$ cat src/rtl/mod_mult_cinv_pkg.sv
// Shared types and default channel constants for the inverse-constant modular multiplier.
package mod_mult_cinv_pkg;

  typedef enum logic [1:0] {
    IDLE = 2'd0,
    RUN  = 2'd1,
    DONE = 2'd2
  } state_t;

  localparam int unsigned DEF_DATA_WIDTH = 18;
  localparam int unsigned DEF_MODULUS    = 177147;
  localparam int unsigned DEF_CONST_INV  = 88574;
  localparam int unsigned DEF_IDX_W      = $clog2(DEF_DATA_WIDTH);

endpackage

$ cat src/rtl/mod_add_cond.sv
// Modular add of two reduced residues: one extra bit of headroom, then a single conditional subtract.
module mod_add_cond #(
  parameter int unsigned DATA_WIDTH = 18,
  parameter int unsigned MODULUS    = 177147
) (
  input  logic [DATA_WIDTH-1:0] a,
  input  logic [DATA_WIDTH-1:0] b,
  output logic [DATA_WIDTH-1:0] sum_c
);

  localparam int unsigned   XW    = DATA_WIDTH + 1;
  localparam logic [XW-1:0] MOD_X = XW'(MODULUS);

  logic [XW-1:0] raw;

  always_comb begin
    raw   = XW'(a) + XW'(b);
    sum_c = DATA_WIDTH'((raw >= MOD_X) ? (raw - MOD_X) : raw);
  end

endmodule

$ cat src/rtl/mod_mult_cinv_seq.sv
// Sequential OP_A * CONST_INV mod MODULUS by MSB-first double-and-add, one constant bit per cycle.
module mod_mult_cinv_seq
  import mod_mult_cinv_pkg::*;
#(
  parameter int unsigned DATA_WIDTH = DEF_DATA_WIDTH,
  parameter int unsigned MODULUS    = DEF_MODULUS,
  parameter int unsigned CONST_INV  = DEF_CONST_INV
) (
  input  logic                  clk,
  input  logic                  rst_n,
  input  logic                  in_valid,
  output logic                  in_ready,
  input  logic [DATA_WIDTH-1:0] OP_A,
  output logic                  out_valid,
  input  logic                  out_ready,
  output logic [DATA_WIDTH-1:0] result,
  output logic                  busy
);

  localparam int unsigned           IDX_W   = $clog2(DATA_WIDTH);
  localparam logic [DATA_WIDTH-1:0] MOD_D   = DATA_WIDTH'(MODULUS);
  localparam logic [DATA_WIDTH-1:0] CINV_D  = DATA_WIDTH'(CONST_INV);
  localparam logic [IDX_W-1:0]      IDX_TOP = IDX_W'(DATA_WIDTH - 1);

  // The single-subtract input reduction relies on MODULUS sitting in the top half of the range.
  if ((MODULUS <= (32'd1 << (DATA_WIDTH - 1))) || (MODULUS >= (32'd1 << DATA_WIDTH))) begin : g_bad_modulus
    $error("mod_mult_cinv_seq: MODULUS must satisfy 2^(DATA_WIDTH-1) < MODULUS < 2^DATA_WIDTH");
  end
  if (CONST_INV >= MODULUS) begin : g_bad_const_inv
    $error("mod_mult_cinv_seq: CONST_INV must be below MODULUS");
  end

  state_t                state, state_nx;
  logic [DATA_WIDTH-1:0] a_reg, a_nx;
  logic [DATA_WIDTH-1:0] acc, acc_nx;
  logic [DATA_WIDTH-1:0] result_nx;
  logic [IDX_W-1:0]      idx, idx_nx;
  logic [DATA_WIDTH-1:0] dbl, add_out, step;

  mod_add_cond #(.DATA_WIDTH(DATA_WIDTH), .MODULUS(MODULUS)) u_dbl (
    .a     (acc),
    .b     (acc),
    .sum_c (dbl)
  );

  mod_add_cond #(.DATA_WIDTH(DATA_WIDTH), .MODULUS(MODULUS)) u_add (
    .a     (dbl),
    .b     (a_reg),
    .sum_c (add_out)
  );

  assign step = CINV_D[idx] ? add_out : dbl;

  // Next-state and datapath update.
  always_comb begin
    state_nx  = state;
    a_nx      = a_reg;
    acc_nx    = acc;
    idx_nx    = idx;
    result_nx = result;
    unique case (state)
      IDLE: begin
        if (in_valid) begin
          a_nx     = (OP_A >= MOD_D) ? (OP_A - MOD_D) : OP_A;
          acc_nx   = '0;
          idx_nx   = IDX_TOP;
          state_nx = RUN;
        end
      end
      RUN: begin
        acc_nx = step;
        if (idx == '0) begin
          result_nx = step;
          state_nx  = DONE;
        end else begin
          idx_nx = idx - IDX_W'(1);
        end
      end
      DONE: begin
        if (out_ready) state_nx = IDLE;
      end
      default: state_nx = IDLE;
    endcase
  end

  // Handshake flags are registered from the next state so they never depend on inputs combinationally.
  always_ff @(posedge clk or negedge rst_n) begin
    if (!rst_n) begin
      state     <= IDLE;
      a_reg     <= '0;
      acc       <= '0;
      idx       <= '0;
      result    <= '0;
      in_ready  <= 1'b1;
      out_valid <= 1'b0;
      busy      <= 1'b0;
    end else begin
      state     <= state_nx;
      a_reg     <= a_nx;
      acc       <= acc_nx;
      idx       <= idx_nx;
      result    <= result_nx;
      in_ready  <= (state_nx == IDLE);
      out_valid <= (state_nx == DONE);
      busy      <= (state_nx != IDLE);
    end
  end

endmodule
$ cat config.mk
export PLATFORM = sky130hd
export DESIGN_NAME = mod_mult_cinv_seq
export DESIGN_NICKNAME = d
export VERILOG_FILES = /design/src/rtl/mod_mult_cinv_pkg.sv /design/src/rtl/mod_add_cond.sv /design/src/rtl/mod_mult_cinv_seq.sv
export SDC_FILE = /design/constraint.sdc
export NUM_CORES = 1
export LEC_CHECK = 0
export BUFFER_PORTS_ARGS = -buffer_cell sky130_fd_sc_hd__buf_2
export CAP_MARGIN = 20
export CORE_MARGIN = 4
export CORE_UTILIZATION = 25
export CTS_CLUSTER_DIAMETER = 40
export DETAILED_ROUTE_END_ITERATION = 12
export HOLD_SLACK_MARGIN = 0.03
export PLACE_DENSITY_LB_ADDON = 0.3
export SLEW_MARGIN = 0
export SYNTH_ARGS = -nofsm -noshare
export SYNTH_HDL_FRONTEND = slang
export SYNTH_SLANG_ARGS = --single-unit
$ cat constraint.sdc
create_clock -name clk -period 10.8 [get_ports clk]
set_clock_uncertainty 0.2 [all_clocks]
set_input_delay 1.08 -clock clk [delete_from_list [all_inputs] [get_ports clk]]
set_output_delay 1.08 -clock clk [all_outputs]
set_load 0.005 [all_outputs]
[Word-level counts from Yosys, hierarchy flattened]
Memories as Yosys holds them, arrays and structs flattened.
Index checks and enable logic that the tools add are counted.
Word-level totals
  bits in registers: 64
  bits in read-only memories: 32
  input port bits: 22
  output and inout port bits: 21
  word-level logic and storage cells: 47
  memories: 1
Operators by class
  add/sub/neg operators: 6
  order comparisons: 4
  equal/unequal tests: 5
  muxes and demuxes: 14
  reductions and logical operators: 9
Memory list
  (no name shown): words 32, width 1, rd ports 1, clocked after Yosys merged registers in 0, wr ports 0, RTL line mod_mult_cinv_seq.sv:52  | assign step = CINV_D[idx] ? add_out : dbl;
Operators by type and width (number)
  2-to-1 mux 18 bit: 5
  subtractor 18 bit, second input constant: 3
  adder 18 x 18 -> 19 bit: 2
  greater-or-equal comparator 19 x 18 -> 1 bit, second input constant: 2
  case mux 18 bit (2 select lines): 1
  greater-or-equal comparator 18 bit, second input constant: 1
  2-to-1 mux 5 bit: 2
  case mux 5 bit (2 select lines): 1
  < comparator 5 x 6 -> 1 bit, second input constant: 1
  2-to-1 mux 2 bit: 3
  case mux 2 bit (3 select lines): 1
  AND reduction 2 bit: 3
  logical NOT 5 bit: 1
  subtractor 5 x 1 -> 5 bit, second input constant: 1
  equality test 2 bit, second input constant: 2
  logical NOT 2 bit: 2
  != test 2 bit, second input constant: 2
  nonzero test 2 bit: 2
  AND reduction 3 bit: 1
  equality test 2 x 1 -> 1 bit, second input constant: 1
  2-to-1 mux 1 bit: 1

[Logic depth before layout (Yosys ltp)]
  depth in word-level cells: 8
  depth in mapped cells: 22
  depth with buffers taken out: 18

[By module]
Synthesis repeated with hierarchy kept, for this count alone.
Unflattened totals
  cells, all modules: 742
  area, all modules: 6147.1 um^2
Modules (own cells, without submodules)
  mod_mult_cinv_seq: times used 1, cells each 316, area an instance 3106.7 um^2, sequential area each 1602.8 um^2
  mod_add_cond (u_add): times used 1, cells each 233, area an instance 1677.9 um^2, sequential area each 0.0 um^2
  mod_add_cond (u_dbl): times used 1, cells each 193, area an instance 1362.6 um^2, sequential area each 0.0 um^2

[Worst setup path before layout]
No wires, ideal clock.
  kind: reg-to-reg
  start point: reg acc[15]
  end point: reg acc[15]
  library setup time: 0.131 ns
  data arrival time: 4.994 ns
  required time: 10.469 ns
  path slack: 5.475 ns
  stages on the path, launching flop included: 22
  buffers on the path: 4
  period minus slack after synthesis: 5.325 ns
  cell sequence: dfrtp_1 nor4_1 o31ai_1 a31oi_1 clkbuf_1 nor3_1 xnor2_1 inv_1 ha_1 clkbuf_2 a21o_1 o2bb2ai_2 a211oi_2 xor2_1 a32o_1 o211a_1 or4b_1 buf_2 and3_4 buf_6 o31a_1 or3_1
On the way
  cells in the longest elaborated chain, start to end: 8
  elaborated cells on any way between the ends: 10
  classes of those cells: 4 x add/sub; 2 x order compare; 4 x mux
Ends and longest elaborated chain
  start, declared: RTL line mod_mult_cinv_seq.sv:35  | logic [DATA_WIDTH-1:0] acc, acc_nx;
  start signal, assigned: RTL line mod_mult_cinv_seq.sv:100  | acc <= acc_nx;
  adder 18 x 18 -> 19 bit *: RTL line mod_add_cond.sv:17  | raw = XW'(a) + XW'(b);
  subtractor 18 bit / greater-or-equal comparator 19 x 18 -> 1 bit (equally long branches): RTL line mod_add_cond.sv:18  | sum_c = DATA_WIDTH'((raw >= MOD_X) ? (raw - MOD_X) : raw);
  2-to-1 mux 18 bit *: RTL line mod_add_cond.sv:18
  adder 18 x 18 -> 19 bit: RTL line mod_add_cond.sv:17
  subtractor 18 bit / greater-or-equal comparator 19 x 18 -> 1 bit (equally long branches): RTL line mod_add_cond.sv:18
  2-to-1 mux 18 bit: RTL line mod_add_cond.sv:18
  2-to-1 mux 18 bit *: RTL line mod_mult_cinv_seq.sv:52
  case mux 18 bit (2 select lines) *: RTL line mod_mult_cinv_seq.sv:61  | unique case (state)
Mark *: on every way between the ends. The rest lies on a longest branch, timed or not.
A chain may end at the register's enable or synchronous reset.

[Worst setup path after layout]
Same ends and word-level chain as after synthesis.

==> metrics <==
status=completed; R2R Setup Slk=slightly above 4 ns; die area=22300 sq um; DR vias=approximately 4500; Worst EP arrival=6.78 ns; critical path peak fanout=16; Routed WL=14.1 mm; Cells after DPL=893; CTS Hold Bufs=0; max cap viols=0; All-Layer GR Usage=13.0%; commonest non-fill, non-tap cell in the layout=nand2_1; Slew @ Worst Pin=1.03 ns; clock root buffer master=clkbuf_16; clk slew on worst S/H paths=about 0.06 ns; mapped cell area=4980 sq um; Crit. path cell count=17; reg-to-reg endpoint=acc[15]$_DFFE_PN0P_; Yosys cell types=74; vias in the first global route=between 4000 and 5000; delay-heaviest family, CP=simple AND/OR/NAND/NOR gates; Post-CTS Repair Setup Buffers=0; fill cell count=between 2000 and 2500; reg2reg path depth=17; Initial Utilization=25.5%; Hold WS=0.256 ns; crit path to=acc[15]$_DFFE_PN0P_; clk buf depth=2; GRT overflow=0; Max-Slew Margin vs Limit=31.1%; CTS tree=done; Rows=roughly 50; final worst path period need=6.75 ns; DR iter-0 viols=306; Area growth syn-to-layout=14.7%; Register Area=1600 sq um; fin worst setup slack=4.05 ns; PortBufs=42; Critical path origin=acc[15]$_DFFE_PN0P_; asr flop ratio synth=100%; Post-Syn Nets=658; critical path's slowest cell=a31oi_1; RSZ-0062 raised after global routing=false; number of detailed-route iterations in the first pass=5; Critical Path Most Common Cell=inv_1; CP Class=flop to flop; ys flop type=dfrtp_1; CP endpoint kind=flop; number of antenna violations at the first check in global routing=0; f_max=~0.15 GHz; average size of a mapped cell=8.14 sq um; antenna cells=0; CP Buf/Inv Count=2; startpoint class of the critical path=flop; TritonCTS buffer count=9; worst r2r src=acc[15]$_DFFE_PN0P_; vias per cell=roughly 5.0; setup violators final=0; Chip Width=149 um; CTS resizes=0; Seq/Total Area, Yosys=32.2%; CP peak stage delay=0.84 ns; most frequent cells in the layout=nand2_1 (89), dfrtp_1 (63), nor2_1 (60); layout cells sized above 1=between 10% and 20%; Yosys warnings=0; Layout Nets=685; flip-flop and latch count after synthesis=64; Core ar.=roughly 20000 sq um; CP required=between 10 and 15 ns; Final Slew Violations=0; die height=~150 um; worst path cell trace=nor4_1 > o31ai_1 > a31oi_1 > inv_1 > mux2i_1 > inv_1 > ha_1 > nand2_2 > or3b_1 > a211o_1 > a211oi_2 > nand4_2 > o211a_1 > or4b_1 > and3_4 > o31a_1 > or3_1; H-tree depth=3; Post-Synthesis Cells=612; Final TNS setup=0 ns; dpl hpwl=about 11 mm; worst-skew pair later-pin latency=0.35 ns; number of standard cells in the final layout excluding fillers=909; Hold Fails Final Rpt=0; RePlAce Congestion=0.902; EDFF count, synth=0; area occupied by multi-input gates=3180 sq um; Hold WC Path Type=flop to flop; fin crit share=between 60% and 70%; ANT nets after route=0; # IOs=between 40 and 50; Avg WL per Cell=15.5 um; first-pass GRT wire length=23.0 mm; clock sink total=64; Remaining DRCs=0; dpl ws=4.20 ns; largest net degree at the start of global routing=65
==> layer usage <==
metal  global-route usage (%)  vias to the layer above  wire [um]
li1                         -                     2272          -
met1                     19.6                     2118       7370
met2                     18.1                      106       5740
met3                     2.86                       22        704
met4                     4.53                        0        247
met5                        0                        -          0
==> kinds of logic (layout without fill, tap and decap cells) <==
logic type	after synthesis	in the layout	share of synthesized area, %
AO/OA/AOI/OAI	162	162	21.8
buffers and inverters	47	79	4.09
adder cells (fa/ha/maj)	24	24	6.18
XOR/XNOR	49	49	8.61
flip-flops	64	64	32.2
multiplexers	12	12	2.41
AND/OR/NAND/NOR	254	254	24.7
==> area by class of cell <==
class | instances | area share (%)
flip-flops and latches | 64 | 28.0
well taps | 265 | 5.80
clock inverters | 5 | 0.679
multi-input cells | 501 | 55.7
inverters | 17 | 1.12
repair buffers | 46 | 4.20
clock buffers | 11 | 4.42
==> worst register-to-register path, cell delays in order, from the launching register on <==
cell      delay, ns
dfrtp_1        0.43
nor4_1         0.30
o31ai_1        0.14
a31oi_1        0.84
inv_1          0.34
mux2i_1        0.48
inv_1          0.16
ha_1           0.45
nand2_2        0.09
or3b_1         0.48
a211o_1        0.34
a211oi_2       0.38
nand4_2        0.20
o211a_1        0.22
or4b_1         0.68
and3_4         0.28
o31a_1         0.25
or3_1          0.37
==> Yosys cell counts (all sizes together) (3+ instances only) <==
cell | count | area (sq um)
nor4 | 4 | 25.0
inv | 17 | 63.8
nor3b | 4 | 30.0
mux2i | 12 | 120
nand2 | 90 | 340
ha | 23 | 288
xor2 | 26 | 228
nor2 | 60 | 225
a21o | 5 | 37.5
a21oi | 25 | 133
and3 | 7 | 48.8
or4b | 3 | 30.0
a211o | 3 | 26.3
o2111ai | 4 | 35.0
o211ai | 5 | 37.5
or3 | 8 | 50.1
or4 | 3 | 22.5
a31oi | 14 | 87.6
clkbuf | 23 | 90.1
nor3 | 16 | 80.1
o221ai | 3 | 26.3
xnor2 | 23 | 201
o31ai | 3 | 22.5
o21ai | 53 | 265
nand3 | 19 | 95.1
buf | 7 | 50.1
dfrtp | 63 | 1580
o21a | 8 | 60.1
and2 | 5 | 31.3
nor2b | 4 | 25.0
nand4 | 7 | 50.1
or2 | 6 | 37.5
a211oi | 5 | 47.5
a22oi | 5 | 37.5
a21boi | 3 | 22.5
nand2b | 7 | 43.8
==> through the flow <==
stage	util (%)	cell area, sq um
after floorplan	-	4980
after CTS	29.3	5710
after detailed placement	27.8	5420
after global routing	29.3	5710
final	29.3	5710
after global placement	27.8	5420
==> worst min-delay path by stage <==
| stage | startpoint | slack, ns | cells past startpoint | to |
|---|---|---|---|---|
| global route | result[14]$_DFFE_PN0P_ | 0.28 | 2 | result[14]$_DFFE_PN0P_ |
| floorplan | a_reg[17]$_DFFE_PN0P_ | 0.25 | 2 | a_reg[17]$_DFFE_PN0P_ |
| CTS | result[1]$_DFFE_PN0P_ | 0.26 | 2 | result[1]$_DFFE_PN0P_ |
| global placement | result[1]$_DFFE_PN0P_ | 0.25 | 2 | result[1]$_DFFE_PN0P_ |
| finish | result[1]$_DFFE_PN0P_ | 0.26 | 2 | result[1]$_DFFE_PN0P_ |
| detailed placement | result[1]$_DFFE_PN0P_ | 0.25 | 2 | result[1]$_DFFE_PN0P_ |
Power is not shown: default switching activity piles up to over one toggle a cycle in this logic, so the estimate is an artifact.
